$ cat src/rtl/kmeans_pkg.sv
// Shared K-means constants and the accumulator state encoding.
// The downstream pixel_divider uses the same widths.
package kmeans_pkg;

  localparam int K     = 16;
  localparam int PIX_W = 8;
  localparam int SUM_W = 20;
  localparam int CNT_W = 12;
  localparam int CL_W  = $clog2(K);

  typedef enum logic [1:0] {
    ACCUM  = 2'd0,
    DIVIDE = 2'd1,
    DONE   = 2'd2
  } acc_state_e;

endpackage

$ cat src/rtl/cluster_acc_lane.sv
// One cluster lane: running component sum and member count.
// Optional feature macro: CLUSTER_ACC_SATURATE_EN (clamp instead of wrap).
module cluster_acc_lane
  import kmeans_pkg::*;
#(
  parameter int L_PIX_W = PIX_W,
  parameter int L_SUM_W = SUM_W,
  parameter int L_CNT_W = CNT_W
) (
  input  logic               clk,
  input  logic               reset,
  input  logic               clr_i,
  input  logic               add_en_i,
  input  logic [L_PIX_W-1:0] pix_i,
  output logic [L_SUM_W-1:0] sum_o,
  output logic [L_CNT_W-1:0] cnt_o,
  output logic               nonempty_o,
  output logic               ovf_o
);

  logic [L_SUM_W-1:0] sum_q, sum_d;
  logic [L_CNT_W-1:0] cnt_q, cnt_d;
  logic [L_SUM_W:0]   sum_ext;
  logic [L_CNT_W:0]   cnt_ext;

  // Widen by one bit so the carry out of each add is visible.
  assign sum_ext = {1'b0, sum_q} + {{(L_SUM_W + 1 - L_PIX_W){1'b0}}, pix_i};
  assign cnt_ext = {1'b0, cnt_q} + (L_CNT_W + 1)'(1);

  // Next-state for the lane: hold, or add with clamp/wrap on carry.
  always_comb begin
    sum_d = sum_q;
    cnt_d = cnt_q;
    if (add_en_i) begin
`ifdef CLUSTER_ACC_SATURATE_EN
      sum_d = sum_ext[L_SUM_W] ? {L_SUM_W{1'b1}} : sum_ext[L_SUM_W-1:0];
      cnt_d = cnt_ext[L_CNT_W] ? {L_CNT_W{1'b1}} : cnt_ext[L_CNT_W-1:0];
`else
      sum_d = sum_ext[L_SUM_W-1:0];
      cnt_d = cnt_ext[L_CNT_W-1:0];
`endif
    end
  end

  // Lane registers; cleared by reset or by the end-of-frame clear.
  always_ff @(posedge clk) begin
    if (reset || clr_i) begin
      sum_q <= '0;
      cnt_q <= '0;
    end else begin
      sum_q <= sum_d;
      cnt_q <= cnt_d;
    end
  end

  assign sum_o      = sum_q;
  assign cnt_o      = cnt_q;
  assign nonempty_o = |cnt_q;
  assign ovf_o      = add_en_i & (sum_ext[L_SUM_W] | cnt_ext[L_CNT_W]);

endmodule

$ cat src/rtl/cluster_accumulator.sv
// Per-frame K-means centroid accumulator feeding pixel_divider.
// Collects per-cluster sums/counts, presents them to the divider at end of
// frame, waits for completion, then clears for the next frame.
// Optional feature macro: CLUSTER_ACC_SATURATE_EN (lanes clamp instead of wrap).
module cluster_accumulator
  import kmeans_pkg::*;
(
  input  logic                 clk,
  input  logic                 reset,
  input  logic                 pix_valid,
  output logic                 pix_ready,
  input  logic [PIX_W-1:0]     pix_data,
  input  logic [CL_W-1:0]      pix_cluster,
  input  logic                 pix_last,
  output logic [K-1:0]         div_en,
  output logic [K*SUM_W-1:0]   div_dividend,
  output logic [K*CNT_W-1:0]   div_divisor,
  input  logic                 div_all_ready,
  output logic                 frame_done,
  output logic                 overflow
);

  acc_state_e state_q;
  logic       pix_ready_q;
  logic       frame_done_q;
  logic       blank_q;
  logic       overflow_q;

  logic           accept;
  logic           lane_clr;
  logic [K-1:0]   lane_en;
  logic [K-1:0]   mask;
  logic [K-1:0]   lane_ovf;

  assign accept   = pix_valid & pix_ready_q;
  assign lane_clr = (state_q == DONE);

  // Lane array: decode of the cluster tag, sums/counts and flattening.
  // A tag >= K matches no lane, so such a beat is accepted and dropped.
  for (genvar k = 0; k < K; k++) begin : g_lane
    logic [SUM_W-1:0] sum_k;
    logic [CNT_W-1:0] cnt_k;

    assign lane_en[k] = accept && (pix_cluster == CL_W'(k));

    cluster_acc_lane #(
      .L_PIX_W(PIX_W),
      .L_SUM_W(SUM_W),
      .L_CNT_W(CNT_W)
    ) u_lane (
      .clk       (clk),
      .reset     (reset),
      .clr_i     (lane_clr),
      .add_en_i  (lane_en[k]),
      .pix_i     (pix_data),
      .sum_o     (sum_k),
      .cnt_o     (cnt_k),
      .nonempty_o(mask[k]),
      .ovf_o     (lane_ovf[k])
    );

    assign div_dividend[k*SUM_W +: SUM_W] = sum_k;
    assign div_divisor[k*CNT_W +: CNT_W]  = cnt_k;
  end

  // Frame control: accumulate, hand off to the divider, single-cycle done.
  // The first DIVIDE cycle is a blanking cycle so a stale ready from the
  // previous frame cannot end this one; an empty frame leaves right after it.
  always_ff @(posedge clk) begin
    if (reset) begin
      state_q      <= ACCUM;
      pix_ready_q  <= 1'b1;
      frame_done_q <= 1'b0;
      blank_q      <= 1'b0;
      overflow_q   <= 1'b0;
    end else begin
      frame_done_q <= 1'b0;
      case (state_q)
        ACCUM: begin
          if (|lane_ovf) overflow_q <= 1'b1;
          if (accept && pix_last) begin
            state_q     <= DIVIDE;
            pix_ready_q <= 1'b0;
            blank_q     <= 1'b1;
          end
        end
        DIVIDE: begin
          blank_q <= 1'b0;
          if ((blank_q && (mask == '0)) || (!blank_q && div_all_ready)) begin
            state_q      <= DONE;
            frame_done_q <= 1'b1;
          end
        end
        DONE: begin
          state_q     <= ACCUM;
          pix_ready_q <= 1'b1;
          overflow_q  <= 1'b0;
        end
        default: begin
          state_q     <= ACCUM;
          pix_ready_q <= 1'b1;
          blank_q     <= 1'b0;
        end
      endcase
    end
  end

  assign pix_ready  = pix_ready_q;
  assign frame_done = frame_done_q;
  assign overflow   = overflow_q;
  assign div_en     = (state_q == DIVIDE) ? mask : '0;

endmodule
$ cat config.mk
export PLATFORM = sky130hd
export DESIGN_NAME = cluster_accumulator
export DESIGN_NICKNAME = d
export VERILOG_FILES = /design/src/rtl/kmeans_pkg.sv /design/src/rtl/cluster_acc_lane.sv /design/src/rtl/cluster_accumulator.sv
export SDC_FILE = /design/constraint.sdc
export NUM_CORES = 1
export LEC_CHECK = 0
export ABC_AREA = 1
export CORE_ASPECT_RATIO = 1.4
export CORE_MARGIN = 3
export CORE_UTILIZATION = 50
export CTS_CLUSTER_DIAMETER = 40
export DETAILED_ROUTE_END_ITERATION = 10
export PLACE_DENSITY = 0.76
export SYNTH_ARGS = -nofsm -noshare
export SYNTH_HDL_FRONTEND = slang
export SYNTH_HIERARCHICAL = 1
export SYNTH_SLANG_ARGS = --single-unit
$ cat constraint.sdc
create_clock -name clk -period 2.4 [get_ports clk]
set_clock_uncertainty 0.1 [all_clocks]
set_input_delay 0.24 -clock clk [delete_from_list [all_inputs] [get_ports clk]]
set_output_delay 0.24 -clock clk [all_outputs]
set_load 0.005 [all_outputs]
==> out/metrics.yaml <==
status:
  status: "complete, no violations"
power_and_ir_drop:
  p_int_mw: 16.8
  power-per-cell-area_nw_per_um2: 491
  pwr-share-clk: 0.529
  finalPower_mw: 22.6
  swShare: 0.258
  ir_drop_mv: 0.553
  seq_power_share: 0.386
  p_leak_nw: 20.6
  pwr-share-comb: 0.085
  switching_power_mw: 5.83
timing:
  setup_violations: 0
  relSlewSlack: 0.539
  finalSetupTns_ps: 0
  timing.final.crit_share: 0.979
  rsz0062_at_grt: "true"
  fin_crit_ps: 2350
  tightest_slew_ps: 692
  maxSlewViolCount: 0
  fmax_mhz: 426
  hold_viol_final: 0
critical_path:
  end_kind: "output port"
  worstPathArrival_ps: 2010
  rr_worst_depth: 15
  cp_max_fo: 8
  worstSetupPathType: "reg2out"
  r2r-start: "g_lane[10].u_lane/sum_o[0]$_SDFFE_PP0P_"
  critPathLaunchType: "register"
  rrSetupSlack_ps: 110
  reg2reg_to: "overflow$_SDFFE_PP0P_"
  worstPathRequired_ps: 2060
logic_synthesis:
  syn-num-nets: 5286
  synth_edf_count: 0
  synth_top_area_share: 0.314
  yosysWarnings: 6
  async_reset_ff_frac: 0
  synth_ff_type: "dfxtp_1"
  synthTopCellsByCount: "nand2_1 (1090), inv_1 (809), nor2_1 (691)"
  syn_area_per_cell_um2: 6.49
  yosysUniqueCellTypes: 36
  synth.most_common_cell: "nand2_1"
  syn_area_um2: 33100
  synth_top_area_cell: "dfxtp_1"
  syn-instance-count: 5093
  synth_area_leaders: "dfxtp_1 (31%), nand2_1 (12%), inv_1 (9.2%), nor2_1 (7.8%), ha_1 (6.1%)"
  ys_ff_latch: 518
  yosysSeqAreaShare: 0.314
routing:
  wire_per_inst_um: 16.6
  routed_wl_um: 116000
  final_antenna_net_count: 0
  dr_total_vias: 37000
  drtIter0Drc: 2455
  viasPerCell: 5.29
  dr.pass1.iters: 8
  drcViolationCount: 0
clocking:
  h-tree-depth: 3
  clkTransAtPathRegs_ps: 60
  cts_tree: "built"
  cts-buffers-inserted: 79
  cts_buffer_depth: 3
  cts_sinks: 518
  clk_latency_ps: 630
  ctsRootBufferMaster: "clkbuf_16"
floorplanning:
  fp-row-count: 110
  die_area_um2: 69300
  fp.coreArea_um2: 65000
  die_width_um: 223
  die_y_um: 310
  ios: 548
  initial_core_util: 0.509
place:
  portBuffers: 547
  gp_congestion: 0.958
  place_hpwl_um: 87800
flow_run:
  max-cap-violations: 0
global_routing:
  grt_antenna_before_repair: 2
  grt_pass1_vias: 34600
  grt_max_degree: 22
  grt_pass1_wl_um: 180000
  grt_use_total: 0.322
  overflow: 0
final_layout:
  layout-drive-gt1-share: 0.185
  final_nets: 6273
  area_growth_pct: 39.0
  fin_util: 0.708
min_path:
  whs_path_depth: 4
  min_path_type: "in2reg"
  min_from: "pix_data[0]"
  worstHoldEndpoint: "g_lane[5].u_lane/sum_o[0]$_SDFFE_PP0P_"
[flip-flops by register name (all words and copies together), names as in the netlist]
name                 cells
overflow                 1
frame_done               1
blank_q                  1
g_lane.u_lane/cnt_o    192
state_q                  2
pix_ready                1
g_lane.u_lane/sum_o    320
[cell families (layout without fill, tap and decap cells)]
| kind of cell | count (synthesis) | in the layout | synth area share |
|---|---|---|---|
| simple gates | 2848 | 2848 | 0.401 |
| other cells | 0 | 2 | 0 |
| fa+ha+maj | 176 | 176 | 0.0702 |
| buf+inv | 970 | 2020 | 0.116 |
| xor+xnor | 32 | 32 | 0.00848 |
| compound gates | 549 | 549 | 0.0913 |
| flops | 518 | 518 | 0.314 |
[how the worst max path moves through the flow]
stage,start,end,slack (ps),cells after the start
after global routing,g_lane[2].u_lane/sum_o[0]$_SDFFE_PP0P_,overflow$_SDFFE_PP0P_,-70,15
final,g_lane[3].u_lane/cnt_o[3]$_SDFFE_PP0P_,div_en[3],50,5
after CTS,g_lane[2].u_lane/cnt_o[2]$_SDFFE_PP0P_,div_en[2],-100,5
after detailed placement,pix_valid,overflow$_SDFFE_PP0P_,-540,16
after global placement,pix_valid,overflow$_SDFFE_PP0P_,-560,16
after floorplan,g_lane[15].u_lane/sum_o[0]$_SDFFE_PP0P_,overflow$_SDFFE_PP0P_,280,14
[power by group through the flow]
stage	combinational, mW	sequential [mW]	clock (mW)
2_1_floorplan	0.984	8.90	0
3_3_place_gp	1.81	8.91	0
3_5_place_dp	1.85	8.91	0
4_1_cts	1.90	8.72	12.1
5_1_grt	2.11	8.72	12.5
6_report	1.92	8.72	12.0
[layer usage]
metal	GRT usage	part of all wire	vias to the layer above
li1	-	-	18300
met1	0.369	0.39	17000
met2	0.554	0.47	1292
met3	0.0738	0.074	340
met4	0.185	0.063	2
met5	0	0.00010	-
[repair_timing]
| item | in CTS | in global routing |
|---|---|---|
| cloned | 0 | 0 |
| hold endpoints to repair | 0 | 0 |
| pin swaps | 32 | 18 |
| buffers inserted | 20 | 6 |
| endpoints found under the setup margin | 31 | 42 |
| hold buffers | 0 | 0 |
| resized for setup | 128 | 35 |
[through the flow]
step / setup WS, ps / std cells / hold WS [ps] / instance area, µm²
final: 51.3 / 6985 / 110 / 46000
after global routing: -70.2 / 6983 / 99.2 / 46000
after CTS: -96.8 / 6977 / 37.5 / 45800
after detailed placement: -545 / 6813 / 348 / 42600
after global placement: -565 / 6813 / 358 / 42600
after floorplan: 284 / 5093 / 232 / 33100
[critical path, cell delays in order (launching register included)]
cell and delay (ps):
dfxtp_1 420, nor4_2 300, nand4_1 180, inv_2 160, nor2_1 60, dlygate4sd2_1 260
[cells in the final DEF (no fill, tap or decap), types with 13 or more instances in the layout]
cell type	netlist	routed
nor2_2	81	97
nand4_1	177	177
buf_12	0	24
nor3_4	16	16
nand2_1	1090	1089
nor2_1	691	672
clkinv_1	16	16
dfxtp_1	518	454
clkbuf_16	0	81
nor4_2	0	16
a21oi_1	305	305
nor3_1	128	128
o21ai_0	128	128
inv_6	0	15
inv_1	809	800
nand2_2	97	97
dfxtp_2	0	51
ha_1	160	158
buf_4	17	447
inv_2	32	41
a21o_1	16	16
nand3_2	80	81
xnor2_1	16	16
o21bai_1	32	32
xor2_1	16	16
o211ai_1	16	16
nand3_1	391	388
or2_2	32	32
clkdlybuf4s50_1	0	523
o21ai_2	16	19
dfxtp_4	0	13
nor3_2	16	16
a21boi_0	16	16
and3_2	16	16
[layout make-up]
cell class              instances  area [µm²]
clock inverters                48         556
well taps                     840        1050
fillers                      5336       19000
clock buffers                  96        2170
inverters                     857        3220
repair buffers               1019        9260
multi-input cells            3605       19200
flip-flops and latches        518       10500
diodes                          2        5.00
No activity file was read; power rests on OpenSTA's default activity.
